### src/rtl/alu_pkg.sv
// Shared opcode encodings for the execute-stage ALU.
package alu_pkg;

  localparam int unsigned OpWidth = 3;

  localparam logic [OpWidth-1:0] ADD = 3'b000;
  localparam logic [OpWidth-1:0] SUB = 3'b001;
  localparam logic [OpWidth-1:0] AND = 3'b010;
  localparam logic [OpWidth-1:0] OR  = 3'b011;
  localparam logic [OpWidth-1:0] XOR = 3'b100;
  localparam logic [OpWidth-1:0] NOT = 3'b101;
  localparam logic [OpWidth-1:0] SHL = 3'b110;
  localparam logic [OpWidth-1:0] SHR = 3'b111;

endpackage

### src/rtl/alu_datapath.sv
// Combinational ALU core: decodes op into the next result and carry/borrow/shift-out bit.
module alu_datapath
  import alu_pkg::*;
#(
  parameter int unsigned WIDTH = 4
) (
  input  logic [WIDTH-1:0]   a,
  input  logic [WIDTH-1:0]   b,
  input  logic [OpWidth-1:0] op,
  output logic [WIDTH-1:0]   res_d,
  output logic               carry_d
);

  always_comb begin
    res_d   = '0;
    carry_d = 1'b0;
    // Plain case: an op with unknown bits matches no item and falls to the default.
    case (op)
      ADD: {carry_d, res_d} = {1'b0, a} + {1'b0, b};
      // Bit WIDTH of the widened difference is set exactly when a < b.
      SUB: {carry_d, res_d} = {1'b0, a} - {1'b0, b};
      AND: res_d = a & b;
      OR:  res_d = a | b;
      XOR: res_d = a ^ b;
      NOT: res_d = ~a;
      SHL: begin
        res_d   = {a[WIDTH-2:0], 1'b0};
        carry_d = a[WIDTH-1];
      end
      SHR: begin
        res_d   = {1'b0, a[WIDTH-1:1]};
        carry_d = a[0];
      end
      default: begin
        res_d   = '0;
        carry_d = 1'b0;
      end
    endcase
  end

endmodule

### src/rtl/alu.sv
// Execute-stage ALU: combinational datapath followed by registered result, zero and carry.
module alu
  import alu_pkg::*;
#(
  parameter int unsigned WIDTH = 4
) (
  input  logic               clk,
  input  logic               rst,
  input  logic [WIDTH-1:0]   a,
  input  logic [WIDTH-1:0]   b,
  input  logic [OpWidth-1:0] op,
  output logic [WIDTH-1:0]   result,
  output logic               zero,
  output logic               carry
);

  logic [WIDTH-1:0] result_d, result_q;
  logic             carry_d, carry_q;
  logic             zero_d, zero_q;

  alu_datapath #(
    .WIDTH(WIDTH)
  ) u_datapath (
    .a      (a),
    .b      (b),
    .op     (op),
    .res_d  (result_d),
    .carry_d(carry_d)
  );

  assign zero_d = (result_d == '0);

  always_ff @(posedge clk) begin
    if (rst) begin
      result_q <= '0;
      zero_q   <= 1'b1;
      carry_q  <= 1'b0;
    end else begin
      result_q <= result_d;
      zero_q   <= zero_d;
      carry_q  <= carry_d;
    end
  end

  assign result = result_q;
  assign zero   = zero_q;
  assign carry  = carry_q;

endmodule

### config.mk
export PLATFORM = sky130hd
export DESIGN_NAME = alu
export DESIGN_NICKNAME = d
export VERILOG_FILES = /design/src/rtl/alu_pkg.sv /design/src/rtl/alu_datapath.sv /design/src/rtl/alu.sv
export SDC_FILE = /design/constraint.sdc
export NUM_CORES = 1
export LEC_CHECK = 0
export BUFFER_PORTS_ARGS = -buffer_cell sky130_fd_sc_hd__buf_2
export CAP_MARGIN = 20
export CORE_MARGIN = 2
export CORE_UTILIZATION = 34
export CTS_CLUSTER_DIAMETER = 80
export CTS_CLUSTER_SIZE = 12
export DETAILED_ROUTE_END_ITERATION = 7
export MAX_ROUTING_LAYER = met4
export PLACE_DENSITY = 0.66
export SLEW_MARGIN = 0
export SYNTH_ARGS = -nofsm -noshare
export SYNTH_HDL_FRONTEND = slang
export SYNTH_SLANG_ARGS = --single-unit
### constraint.sdc
create_clock -name clk -period 6 [get_ports clk]
set_input_delay 1.2 -clock clk [delete_from_list [all_inputs] [get_ports clk]]
set_output_delay 1.2 -clock clk [all_outputs]
set_load 0.1 [all_outputs]
After elaboration in Yosys (flattened, before gate mapping)
Cells that the tools add are included.
Word-level totals
  register bits: 6
  latch bits: 0
  memory bits (writable): 0
  memory bits (read-only): 0
  output and inout port bits: 6
  memories kept: 0
Operators by class
  $add $sub $neg: 2
  multiply operators: 0
  divide/modulo/power cells: 0
  $lt $le $gt $ge: 0
  equality and inequality tests: 7
  shift operators: 0
  muxes and demuxes: 2
  bitwise logic cells: 4
  reduce and logical (&&, ||, !) cells: 2
Operator list (count)
  one-hot mux 4 bit (8 select lines): 1
  == test 3 bit, second input constant: 4
  == test 3 x 2 -> 1 bit, second input constant: 2
  adder 4 x 4 -> 5 bit: 1
  subtractor 4 x 4 -> 5 bit: 1
  bitwise AND 4 bit: 1
  logical NOT 4 bit: 1
  inverter 4 bit: 1
  OR 4 bit: 1
  one-hot mux 1 bit (4 select lines): 1
  bitwise XOR 4 bit: 1
  == test 3 x 1 -> 1 bit, second input constant: 1
  logical NOT 3 bit: 1

Longest topological paths before layout
  word-level depth: 3
  depth in mapped cells: 8
  mapped depth without buffers: 8

By module
A second synthesis with hierarchy kept.
Second synthesis, totals
  cell total of the unflattened synthesis: 104
  area total of the unflattened synthesis: 807.0 µm²
By module, submodules not included
  alu_datapath: instances 1, cells an instance 91, area an instance 635.6 µm², seq. area each 0.0 µm²
  alu: instances 1, cells an instance 13, area an instance 171.4 µm², seq. area each 120.1 µm²

Worst setup path before layout
Ideal clock, no wire load.
  path kind: in2reg
  start: in a[0]
  end: reg zero_q, in the netlist zero
  setup time: 103 ps
  arrival time: 2648 ps
  required time: 5897 ps
  path slack: 3249 ps
  stages on the path: 8
  path buffers: 0
  cells stage by stage: inv_1 -> ha_1 -> inv_1 -> fa_1 -> o21ai_0 -> nor2_1 -> o31a_1 -> a2111oi_2
Between the ends
  word-level cells in the longest chain between the ends: 3
  elaborated cells on any way between the ends: 8
  those cells by class: add/sub (2); mux (1); bitwise (4); reduce/logical (1)
RTL lines
  start, declared: line alu.sv:9  | input logic [WIDTH-1:0] a,
  subtractor 4 x 4 -> 5 bit, or another cell as far along: line alu_datapath.sv:21  | SUB: {carry_d, res_d} = {1'b0, a} - {1'b0, b};
  one-hot mux 4 bit (8 select lines) (*): line alu_datapath.sv:18  | case (op)
  logical NOT 4 bit (*): line alu.sv:31  | assign zero_d = (result_d == '0);
  end signal, assigned: line alu.sv:40  | zero_q <= zero_d;
  end, declared: line alu.sv:19  | logic zero_d, zero_q;
Every way passes the cells marked *; elsewhere a longest branch is shown, timed or not.
A chain may end at the register's enable or synchronous reset.

Worst setup path after layout
Same ends and word-level chain as after synthesis.

==> reports/metrics.yaml <==
placed_design:
  dp_cells: 137
  io_buffers: 18
  place_congestion: 0.955
  hpwl_um: 1400
run:
  drv_cap: 0
floorplan:
  ios: 19
  die_y_um: 52.1
  dieWidth_um: 52.1
  core_um2: 2190
  start_util_pct: 35.9
  dieArea_um2: 2720
  rows: 17
global_routing:
  grt_max_degree: 21
  grt_pass1_vias: 691
  grt_usage_pct: 14.1
  grt_pass1_wl_um: 2790
  grt-ovfl-total: 0
  antenna_found_initial: 0
yosys:
  synth.area.top_cells: "ha_1, dfxtp_1, inv_1"
  synthesis.nets: 123
  synth_cells: 96
  synth-edff-count: 0
  yosys.area.top_type: "ha_1"
  synth_seq_cells: 6
  yosys_warnings: 0
  ys_seq_area_share_pct: 15.3
  syn-mean-instance-area_um2: 8.20
  ys_types: 35
  netlist_area_um2: 787
  synth_common_cells: "ha_1, inv_1, a21oi_1, dfxtp_1, o21ai_0"
  async_flop_share_pct: 0
  synth_top_area_share_pct: 19.1
  yosys_most_used_dff: "dfxtp_1"
cts:
  clk_path_buf_depth: 2
  ctsResizeCount: 0
  clock-sinks: 6
  postCtsSetupRepairBufs: 0
  root_buffer: "clkbuf_4"
  path_clk_slew_ns: 0.04
  cts.hold.buffers_added: 0
  cts-htree-levels: 1
  cts_buffers: 3
  tritoncts: "yes"
setup_path:
  cp_data_required_time_ns: 6.14
  worstPathMaxFanout: 4
  cp-end-kind: "register"
  start_kind: "input port"
  critPathKind: "in -> reg"
  worst-endpoint-arrival_ns: 2.91
timing:
  relSlewSlack_pct: 68.4
  rsz0062_at_grt: "no"
  final_hold_viol_count: 0
  slew_violations: 0
  fin_crit_sh_pct: 46.2
  setup_violations: 0
  final.setup.tns_ns: 0
  max_freq_mhz: 361
  worst_pin_slew_ns: 0.462
  fin_crit_ns: 2.77
layout:
  insertedDiodeCount: 0
  multi_input_area_um2: 569
  drive_gt1_share_pct: 25.0
  synthToLayoutAreaGrowth_pct: 13.0
  finish.net_count: 141
  fillCellCount: 226
  stdcell_count: 140
  register_area_um2: 120
routing:
  drc_errors: 0
  ant_nets: 0
  avgViaCountPerCell: 5.21
  wl_per_cell_um: 12.2
  drt-total-wl_um: 1710
  vias: 729
  detail_route.iter0.violations: 9
  first_pass_iters: 4
worst_hold_path:
  hold_class: "in -> reg"
power:
  cellLeakagePower_nw: 0.431
  power_density_nw_per_um2: 185
  peakVddDrop_uv: 103
status:
  status: "finished clean"
power breakdown:
group / switching (mW) / leakage, nW / internal (mW)
clock network: 0.0132 / 0.0138 / 0.0225
registers: 0.000763 / 0.0499 / 0.0440
logic: 0.0605 / 0.368 / 0.0233
total: 0.0745 / 0.431 / 0.0898
kinds of logic after synthesis:
logic type	synth area share (%)
xor gates and xnor gates	3.34
buffers and inverters	12.4
adders and majority gates	24.2
and+or+nand+nor	13.0
DFF	15.3
AOI/OAI and AO/OA	29.3
muxes	2.54
placed cells by master, fill, tap and decap left out:
| cell | Yosys | layout |
|---|---|---|
| nand2_1 | 5 | 5 |
| mux2i_1 | 2 | 2 |
| clkbuf_4 | 0 | 3 |
| nor3_2 | 2 | 2 |
| xor2_1 | 3 | 3 |
| a221oi_1 | 1 | 1 |
| a21oi_1 | 8 | 8 |
| nor3_1 | 1 | 1 |
| ha_1 | 12 | 12 |
| o31a_1 | 3 | 3 |
| dfxtp_1 | 6 | 6 |
| a2111oi_2 | 1 | 1 |
| a311oi_1 | 1 | 1 |
| o31ai_2 | 1 | 1 |
| o31ai_1 | 1 | 1 |
| nand3_1 | 1 | 1 |
| o311ai_1 | 1 | 1 |
| inv_2 | 2 | 2 |
| o21ai_1 | 1 | 1 |
| a21o_1 | 1 | 1 |
| and2_1 | 1 | 1 |
| nand2b_1 | 1 | 1 |
| nor2b_1 | 2 | 2 |
| buf_2 | 0 | 18 |
| inv_1 | 12 | 12 |
| o21a_1 | 1 | 1 |
| a31oi_1 | 2 | 2 |
| nor4_1 | 1 | 1 |
| fa_1 | 2 | 2 |
| o21ai_0 | 6 | 6 |
| nor2_1 | 4 | 4 |
| a21oi_2 | 1 | 1 |
| a2111oi_0 | 1 | 1 |
| a211oi_1 | 3 | 3 |
| nor3b_1 | 1 | 1 |
cell type report:
cell class                 count  share of cell area, %
clock buffer                   3                   2.53
inverter                      14                   5.91
multi-input combinational     71                   64.0
sequential                     6                   13.5
tap                           28                   3.94
timing repair buffer          18                   10.1
routing by layer:
metal	vias to the layer above	track usage, %	part of all wire [%]
li1	373	-	-
met1	324	14.9	44
met2	24	23.8	48
met3	8	1.44	4.5
met4	0	11.0	3.4
met5	-	-	0
critical path, cell delays in order:
cell	delay, ns
buf_2	0.13
inv_1	0.09
ha_1	0.19
inv_1	0.06
fa_1	0.42
o21ai_0	0.17
nor2_1	0.06
o31a_1	0.33
a2111oi_2	0.27
flip-flops by register name, indices dropped and copies added (netlist names):
| name | count |
|---|---|
| zero | 1 |
| carry | 1 |
| result | 4 |
path summary, 6_finish.rpt:
path,startpoint,end,depth (start not counted)
hold / removal,rst,carry$_SDFF_PP0_,2
setup / recovery,a[0],zero$_SDFF_PP1_,9
per-stage QoR:
stage	setup WS [ns]	hold slack, ns	cell area, µm²	power (mW)	utilization (%)
2_1_floorplan	3.25	1.27	787	0.114	-
3_3_place_gp	3.03	1.45	867	0.128	39.6
3_5_place_dp	2.98	1.44	867	0.129	39.6
4_1_cts	3.23	1.18	890	0.167	40.6
5_1_grt	3.10	1.20	890	0.174	40.6
6_report	3.23	1.20	890	0.164	40.6
Note: power is estimated with default switching activity, not from simulation.
